$ cat src/rtl/pipeline_hazard_ctrl_if.sv
// rtl/pipeline_hazard_ctrl_if.sv - decode/EXE status in, pipeline register controls out
//
// Groups the signals exchanged between the pipeline datapath and the hazard controller.
//   master : pipeline datapath. Drives decode register numbers and EXE status, consumes the controls.
//   slave  : hazard controller. Consumes the status, drives pc/IF_ID/ID_EXE/EXE_MEM controls.
interface pipeline_hazard_ctrl_if;
  logic [4:0] ID_rs;
  logic [4:0] ID_rt;
  logic       ID_use_rs;
  logic       ID_use_rt;
  logic       ID_is_muldiv;
  logic       EXE_mem_read;
  logic       EXE_reg_write;
  logic [4:0] EXE_num_write;
  logic       branch_taken;

  logic       pc_write;
  logic       IF_ID_write;
  logic       IF_ID_flush;
  logic       ID_EXE_bubble;
  logic       ID_EXE_hold;
  logic       EXE_MEM_bubble;
  logic       md_busy;

  modport master (
    output ID_rs, ID_rt, ID_use_rs, ID_use_rt, ID_is_muldiv,
    output EXE_mem_read, EXE_reg_write, EXE_num_write, branch_taken,
    input  pc_write, IF_ID_write, IF_ID_flush, ID_EXE_bubble, ID_EXE_hold,
    input  EXE_MEM_bubble, md_busy
  );

  modport slave (
    input  ID_rs, ID_rt, ID_use_rs, ID_use_rt, ID_is_muldiv,
    input  EXE_mem_read, EXE_reg_write, EXE_num_write, branch_taken,
    output pc_write, IF_ID_write, IF_ID_flush, ID_EXE_bubble, ID_EXE_hold,
    output EXE_MEM_bubble, md_busy
  );
endinterface

$ cat src/rtl/pipeline_hazard_ctrl.sv
// rtl/pipeline_hazard_ctrl.sv - stall/flush sequencer for the 5-stage MIPS pipeline
//
// Handles load-use stalls, taken-branch flushes and multi-cycle mul/div occupancy of EXE.
// All controls are combinational from the current state and inputs and act on the edge
// that ends the current cycle.
//
// Ports:
//   clock        pipeline clock
//   reset        synchronous, active-high; returns the FSM to RUN and clears counters
//   hif          pipeline_hazard_ctrl_if.slave (decode/EXE status in, register controls out)
//   stall_count  [CNT_W-1:0] saturating count of cycles with pc_write=0
//                (present only when PIPE_STALL_CNT_EN is defined)
//
// Parameters:
//   MD_LATENCY   total EXE cycles of a mul/div op, 1..15 (1 = no busy state)
//   CNT_W        stall_count width (only when PIPE_STALL_CNT_EN is defined)
//
// Optional feature macro: PIPE_STALL_CNT_EN
module pipeline_hazard_ctrl #(
  parameter int MD_LATENCY = 4
`ifdef PIPE_STALL_CNT_EN
  , parameter int CNT_W = 16
`endif
) (
  input  logic                  clock,
  input  logic                  reset,
  pipeline_hazard_ctrl_if.slave hif
`ifdef PIPE_STALL_CNT_EN
  , output logic [CNT_W-1:0]    stall_count
`endif
);

  typedef enum logic {RUN = 1'b0, MD_BUSY = 1'b1} state_t;

  state_t     state_q, state_d;
  logic [3:0] md_cnt_q, md_cnt_d;

  logic lu_hazard;
  logic pc_write, if_id_write, if_id_flush;
  logic id_exe_bubble, id_exe_hold, exe_mem_bubble, md_busy;

  // $0 is hard-wired, so a load targeting it can never feed a consumer.
  assign lu_hazard = hif.EXE_mem_read && hif.EXE_reg_write && (hif.EXE_num_write != 5'd0) &&
                     ((hif.ID_use_rs && (hif.ID_rs == hif.EXE_num_write)) ||
                      (hif.ID_use_rt && (hif.ID_rt == hif.EXE_num_write)));

  always_comb begin
    pc_write       = 1'b1;
    if_id_write    = 1'b1;
    if_id_flush    = 1'b0;
    id_exe_bubble  = 1'b0;
    id_exe_hold    = 1'b0;
    exe_mem_bubble = 1'b0;
    md_busy        = 1'b0;
    state_d        = state_q;
    md_cnt_d       = md_cnt_q;

    // While reset is high the outputs stay at their free-running values.
    if (!reset) begin
      case (state_q)
        RUN: begin
          if (hif.branch_taken) begin
            // ID holds a wrong-path instruction: squash it, ignore its hazards.
            if_id_flush   = 1'b1;
            id_exe_bubble = 1'b1;
          end else if (lu_hazard) begin
            pc_write      = 1'b0;
            if_id_write   = 1'b0;
            id_exe_bubble = 1'b1;
          end else if (hif.ID_is_muldiv && (MD_LATENCY > 1)) begin
            // The op advances into EXE normally this cycle, then EXE is held.
            state_d  = MD_BUSY;
            md_cnt_d = 4'(MD_LATENCY - 1);
          end
        end
        MD_BUSY: begin
          pc_write       = 1'b0;
          if_id_write    = 1'b0;
          id_exe_hold    = 1'b1;
          exe_mem_bubble = 1'b1;
          md_busy        = 1'b1;
          md_cnt_d       = md_cnt_q - 4'd1;
          if (md_cnt_q == 4'd1) state_d = RUN;
        end
        default: state_d = RUN;
      endcase
    end
  end

  always_ff @(posedge clock) begin
    if (reset) begin
      state_q  <= RUN;
      md_cnt_q <= 4'd0;
    end else begin
      state_q  <= state_d;
      md_cnt_q <= md_cnt_d;
    end
  end

  assign hif.pc_write       = pc_write;
  assign hif.IF_ID_write    = if_id_write;
  assign hif.IF_ID_flush    = if_id_flush;
  assign hif.ID_EXE_bubble  = id_exe_bubble;
  assign hif.ID_EXE_hold    = id_exe_hold;
  assign hif.EXE_MEM_bubble = exe_mem_bubble;
  assign hif.md_busy        = md_busy;

`ifdef PIPE_STALL_CNT_EN
  logic [CNT_W-1:0] stall_cnt_q, stall_cnt_d;

  always_comb begin
    stall_cnt_d = stall_cnt_q;
    if (!pc_write && (stall_cnt_q != '1)) stall_cnt_d = stall_cnt_q + CNT_W'(1);
  end

  always_ff @(posedge clock) begin
    if (reset) stall_cnt_q <= '0;
    else       stall_cnt_q <= stall_cnt_d;
  end

  assign stall_count = stall_cnt_q;
`endif

endmodule

$ cat src/flat_wrapper.sv
// flat-port wrapper written by rule: the top's interface ports become plain ports
module pipeline_hazard_ctrl_flat 
#(
  parameter int MD_LATENCY = 4

)
  (clock, reset, hif_ID_rs, hif_ID_rt, hif_ID_use_rs, hif_ID_use_rt, hif_ID_is_muldiv, hif_EXE_mem_read, hif_EXE_reg_write, hif_EXE_num_write, hif_branch_taken, hif_pc_write, hif_IF_ID_write, hif_IF_ID_flush, hif_ID_EXE_bubble, hif_ID_EXE_hold, hif_EXE_MEM_bubble, hif_md_busy);
  pipeline_hazard_ctrl_if hif_i ();
  input  logic clock;
  input  logic reset;
  input wire logic [$bits(hif_i.ID_rs)-1:0] hif_ID_rs;
  input wire logic [$bits(hif_i.ID_rt)-1:0] hif_ID_rt;
  input wire logic [$bits(hif_i.ID_use_rs)-1:0] hif_ID_use_rs;
  input wire logic [$bits(hif_i.ID_use_rt)-1:0] hif_ID_use_rt;
  input wire logic [$bits(hif_i.ID_is_muldiv)-1:0] hif_ID_is_muldiv;
  input wire logic [$bits(hif_i.EXE_mem_read)-1:0] hif_EXE_mem_read;
  input wire logic [$bits(hif_i.EXE_reg_write)-1:0] hif_EXE_reg_write;
  input wire logic [$bits(hif_i.EXE_num_write)-1:0] hif_EXE_num_write;
  input wire logic [$bits(hif_i.branch_taken)-1:0] hif_branch_taken;
  output wire logic [$bits(hif_i.pc_write)-1:0] hif_pc_write;
  output wire logic [$bits(hif_i.IF_ID_write)-1:0] hif_IF_ID_write;
  output wire logic [$bits(hif_i.IF_ID_flush)-1:0] hif_IF_ID_flush;
  output wire logic [$bits(hif_i.ID_EXE_bubble)-1:0] hif_ID_EXE_bubble;
  output wire logic [$bits(hif_i.ID_EXE_hold)-1:0] hif_ID_EXE_hold;
  output wire logic [$bits(hif_i.EXE_MEM_bubble)-1:0] hif_EXE_MEM_bubble;
  output wire logic [$bits(hif_i.md_busy)-1:0] hif_md_busy;
  assign hif_i.ID_rs = hif_ID_rs;
  assign hif_i.ID_rt = hif_ID_rt;
  assign hif_i.ID_use_rs = hif_ID_use_rs;
  assign hif_i.ID_use_rt = hif_ID_use_rt;
  assign hif_i.ID_is_muldiv = hif_ID_is_muldiv;
  assign hif_i.EXE_mem_read = hif_EXE_mem_read;
  assign hif_i.EXE_reg_write = hif_EXE_reg_write;
  assign hif_i.EXE_num_write = hif_EXE_num_write;
  assign hif_i.branch_taken = hif_branch_taken;
  assign hif_pc_write = hif_i.pc_write;
  assign hif_IF_ID_write = hif_i.IF_ID_write;
  assign hif_IF_ID_flush = hif_i.IF_ID_flush;
  assign hif_ID_EXE_bubble = hif_i.ID_EXE_bubble;
  assign hif_ID_EXE_hold = hif_i.ID_EXE_hold;
  assign hif_EXE_MEM_bubble = hif_i.EXE_MEM_bubble;
  assign hif_md_busy = hif_i.md_busy;
  pipeline_hazard_ctrl #(.MD_LATENCY(MD_LATENCY)) u_core (.clock(clock), .reset(reset), .hif(hif_i));
endmodule
$ cat config.mk
export PLATFORM = sky130hd
export DESIGN_NAME = pipeline_hazard_ctrl_flat
export DESIGN_NICKNAME = d
export VERILOG_FILES = /design/src/rtl/pipeline_hazard_ctrl_if.sv /design/src/rtl/pipeline_hazard_ctrl.sv /design/src/flat_wrapper.sv
export SDC_FILE = /design/constraint.sdc
export NUM_CORES = 1
export LEC_CHECK = 0
export CORE_MARGIN = 3
export CORE_UTILIZATION = 30
export CTS_BUF_LIST = sky130_fd_sc_hd__clkbuf_16
export CTS_CLUSTER_DIAMETER = 100
export DETAILED_ROUTE_END_ITERATION = 6
export GPL_ROUTABILITY_DRIVEN = 0
export PLACE_DENSITY_LB_ADDON = 0.08
export SLEW_MARGIN = 5
export SYNTH_ARGS = -nofsm -noshare
export SYNTH_HDL_FRONTEND = slang
export SYNTH_SLANG_ARGS = --single-unit
$ cat constraint.sdc
create_clock -name clock -period 2.2 [get_ports clock]
set_clock_uncertainty 0.05 [all_clocks]
set_input_delay 0.66 -clock clock [delete_from_list [all_inputs] [get_ports clock]]
set_output_delay 0.66 -clock clock [all_outputs]
set_load 0.005 [all_outputs]
==> impl_metrics.ini <==
[die]
start_util = 0.326
dieArea_sq_um = 1940
die_w_um = 44.1
core_area_sq_um = 1330
pin_count = 30
die_h_um = 44.1
num_rows = 13

[critical_path]
crit_fanout = 3
reg2reg_slack_ps = 980
arrival_ps = 1810
crit_start = hif_EXE_num_write[3]
reg2regPathDepth = 4
r2r-end = u_core.md_cnt_q[2]$_SDFFE_PP0P_
cp_cell_sequence = buf_8 -> or3_1 -> o311a_4 -> nand3_1 -> a21o_1 -> buf_2
cp_data_required_time_ps = 1490
endpoint = hif_pc_write
path_class = primary input to primary output
r2r_start = u_core.state_q$_SDFF_PP0_
crit_path_start_kind = primary input
endpoint_kind = primary output
crit_slowest_cell = or3_1
cp_slowest_stage_delay_ps = 370

[grt]
antenna_found_initial = 0
first_global_vias = 528
met3_usage = 0.0244
use_met2 = 0.299
grt_usage = 0.165
grt.busiest_layer = met2
gr-total-overflow = 0
use_met1 = 0.182
grt_pass1_wl_um = 2350
grt_max_degree = 7

[clock_network]
cts.sinks = 5
cts_inserted_buffers = 3
cts_tree = yes
clk_latency_ps = 230
root_buffer = clkbuf_16
path_clk_slew_ps = 30
cts_buffer_depth = 2
ctsHtreeMaxLevel = 1

[placed_design]
io_buffers = 29
placed_cells = 100
dp_hpwl_um = 1130

[detailed_routing]
ant_nets = 0
drt_first_iter_violations = 4
drt_wl_total_um = 1490
viasPerCell = 4.96
dr.pass1.iters = 3
wire_per_inst_um = 13.6
vias = 541
drcViolationCount = 0

[finish]
syn2layout_area_growth_pct = 101
num-nets-final = 120
drive_gt1_frac = 0.394
postLayoutCoreUtil = 0.658
stdcell_count = 109
diodes = 0

[worst_hold_path]
min_path_type = register to register

[timing]
relSlewSlack = 0.780
drv_slew = 0
worst_slew_pin_slew_ps = 327
final-setup-viol-count = 3
finalWorstSetupSlack_ps = -325
min_period_over_period = 1.15
grt_setup_unrepaired = true
hold_viol_final = 0
fin_crit_ps = 2520
max_clock_freq_ghz = 0.396

[run_status]
failed_checks = setup timing
status = finished with violations

[synth]
ys_top_cells_by_area = dfxtp_1 (23%), xnor2_1 (22%), ha_1 (5.7%)
yosys.area.top_type = dfxtp_1
synth_flop_cell = dfxtp_1
post-synth-top-count-cell = xnor2_1
yosys_warnings = 0
synth-edff-count = 0
ys_seq_elements = 5
synth.distinct_cells = 24
syn_avg_cell_area_sq_um = 8.06
syn_inst = 54
synth_commonest_cells = xnor2_1 (11), dfxtp_1 (5), a21oi_1 (4), inv_1 (4)
synth.top_cell.area_share = 0.230
synth_nets = 79
ys_seq_area_frac = 0.230
synth_area_sq_um = 435
synth-async-reset-ratio = 0

[run]
maxCapViolCount = 0

[power]
finalPower_uw = 547
powerDensity_nw_per_um2 = 623
vdd_drop_max_mv = 0.578
leakagePower_nw = 0.399
-- worst max-delay path: cells and delay by family --
kind,cells,cell delay [ps]
buffers and inverters,2,220
AOI/OAI and AO/OA,2,470
and+or+nand+nor,2,460
-- worst min-delay path by stage --
stage          slack (ps)  cells past startpoint                            start                              end
3_3_place_gp          440                      1  u_core.md_cnt_q[1]$_SDFFE_PP0P_  u_core.md_cnt_q[1]$_SDFFE_PP0P_
2_1_floorplan         410                      1  u_core.md_cnt_q[1]$_SDFFE_PP0P_  u_core.md_cnt_q[1]$_SDFFE_PP0P_
5_1_grt               460                      1  u_core.md_cnt_q[1]$_SDFFE_PP0P_  u_core.md_cnt_q[1]$_SDFFE_PP0P_
3_5_place_dp          440                      1  u_core.md_cnt_q[1]$_SDFFE_PP0P_  u_core.md_cnt_q[1]$_SDFFE_PP0P_
6_report              450                      1  u_core.md_cnt_q[1]$_SDFFE_PP0P_  u_core.md_cnt_q[1]$_SDFFE_PP0P_
4_1_cts               450                      1  u_core.md_cnt_q[1]$_SDFFE_PP0P_  u_core.md_cnt_q[1]$_SDFFE_PP0P_
-- stage by stage --
step           area, sq um  setup WS [ps]  hold slack (ps)  setup TNS, ps
2_1_floorplan          435           -160              413           -291
3_3_place_gp           763          -1080              436          -5900
3_5_place_dp           763          -1120              440          -6020
4_1_cts                838           -395              450          -1140
5_1_grt                877           -396              459          -1160
6_report               877           -325              451           -954
-- sequential cells by signal (all words and copies together) (netlist names) --
signal           cells
u_core.md_cnt_q      4
u_core.state_q       1
-- routing by layer --
layer / up-vias / share of wire / wire length [um]
li1: 270 / - / -
met1: 250 / 0.42 / 618
met2: 19 / 0.50 / 737
met3: 2 / 0.078 / 116
met4: 0 / 0.0094 / 14
met5: - / 0 / 0
-- final cells by class --
type | count | area [sq um]
inverter | 4 | 15.0
sequential | 5 | 100
clock buffer | 3 | 75.1
fill | 121 | 457
clock inverter | 1 | 3.75
multi-input combinational | 41 | 345
tap | 15 | 18.8
timing repair buffer | 40 | 319
-- power breakdown --
group / internal, mW / switching [mW]
clock network: 0.235 / 0.0582
registers: 0.102 / 0.00826
logic: 0.0834 / 0.0600
total: 0.420 / 0.126
-- repair_timing --
item	4_1_cts	5_1_grt
gates resized for setup	78	6
hold buffers	0	0
pin swaps	21	10
setup endpoints to repair	9	4
setup buffers	3	2
-- cell families after synthesis --
group / synth area share
AO/OA/AOI/OAI: 0.213
AND/OR/NAND/NOR: 0.184
adder cells (fa/ha/maj): 0.0575
flip-flops: 0.230
XOR/XNOR: 0.221
buffers and inverters: 0.0948
-- layout by cell type (no fill, tap or decap) --
master	count
xnor2_1	9
inv_1	5
dfxtp_1	5
or3_1	1
xnor2_2	2
a21oi_4	1
and2_1	1
ha_1	2
o21bai_2	1
dlygate4sd2_1	7
nand2_1	3
buf_4	9
buf_6	3
nor2_1	1
a21oi_1	3
clkdlybuf4s50_1	3
nor4_1	1
nor3_1	1
o22ai_2	1
nor4b_1	1
nand2b_1	1
nand3_1	1
clkdlybuf4s15_2	1
nor3_2	1
a311oi_1	2
o21ai_1	1
buf_8	1
o21a_1	2
a21o_1	1
buf_2	11
clkdlybuf4s15_1	4
nand4_1	2
clkbuf_16	3
clkbuf_2	1
nor2_2	1
o311a_4	1
Note: power is estimated with default switching activity, not from simulation.
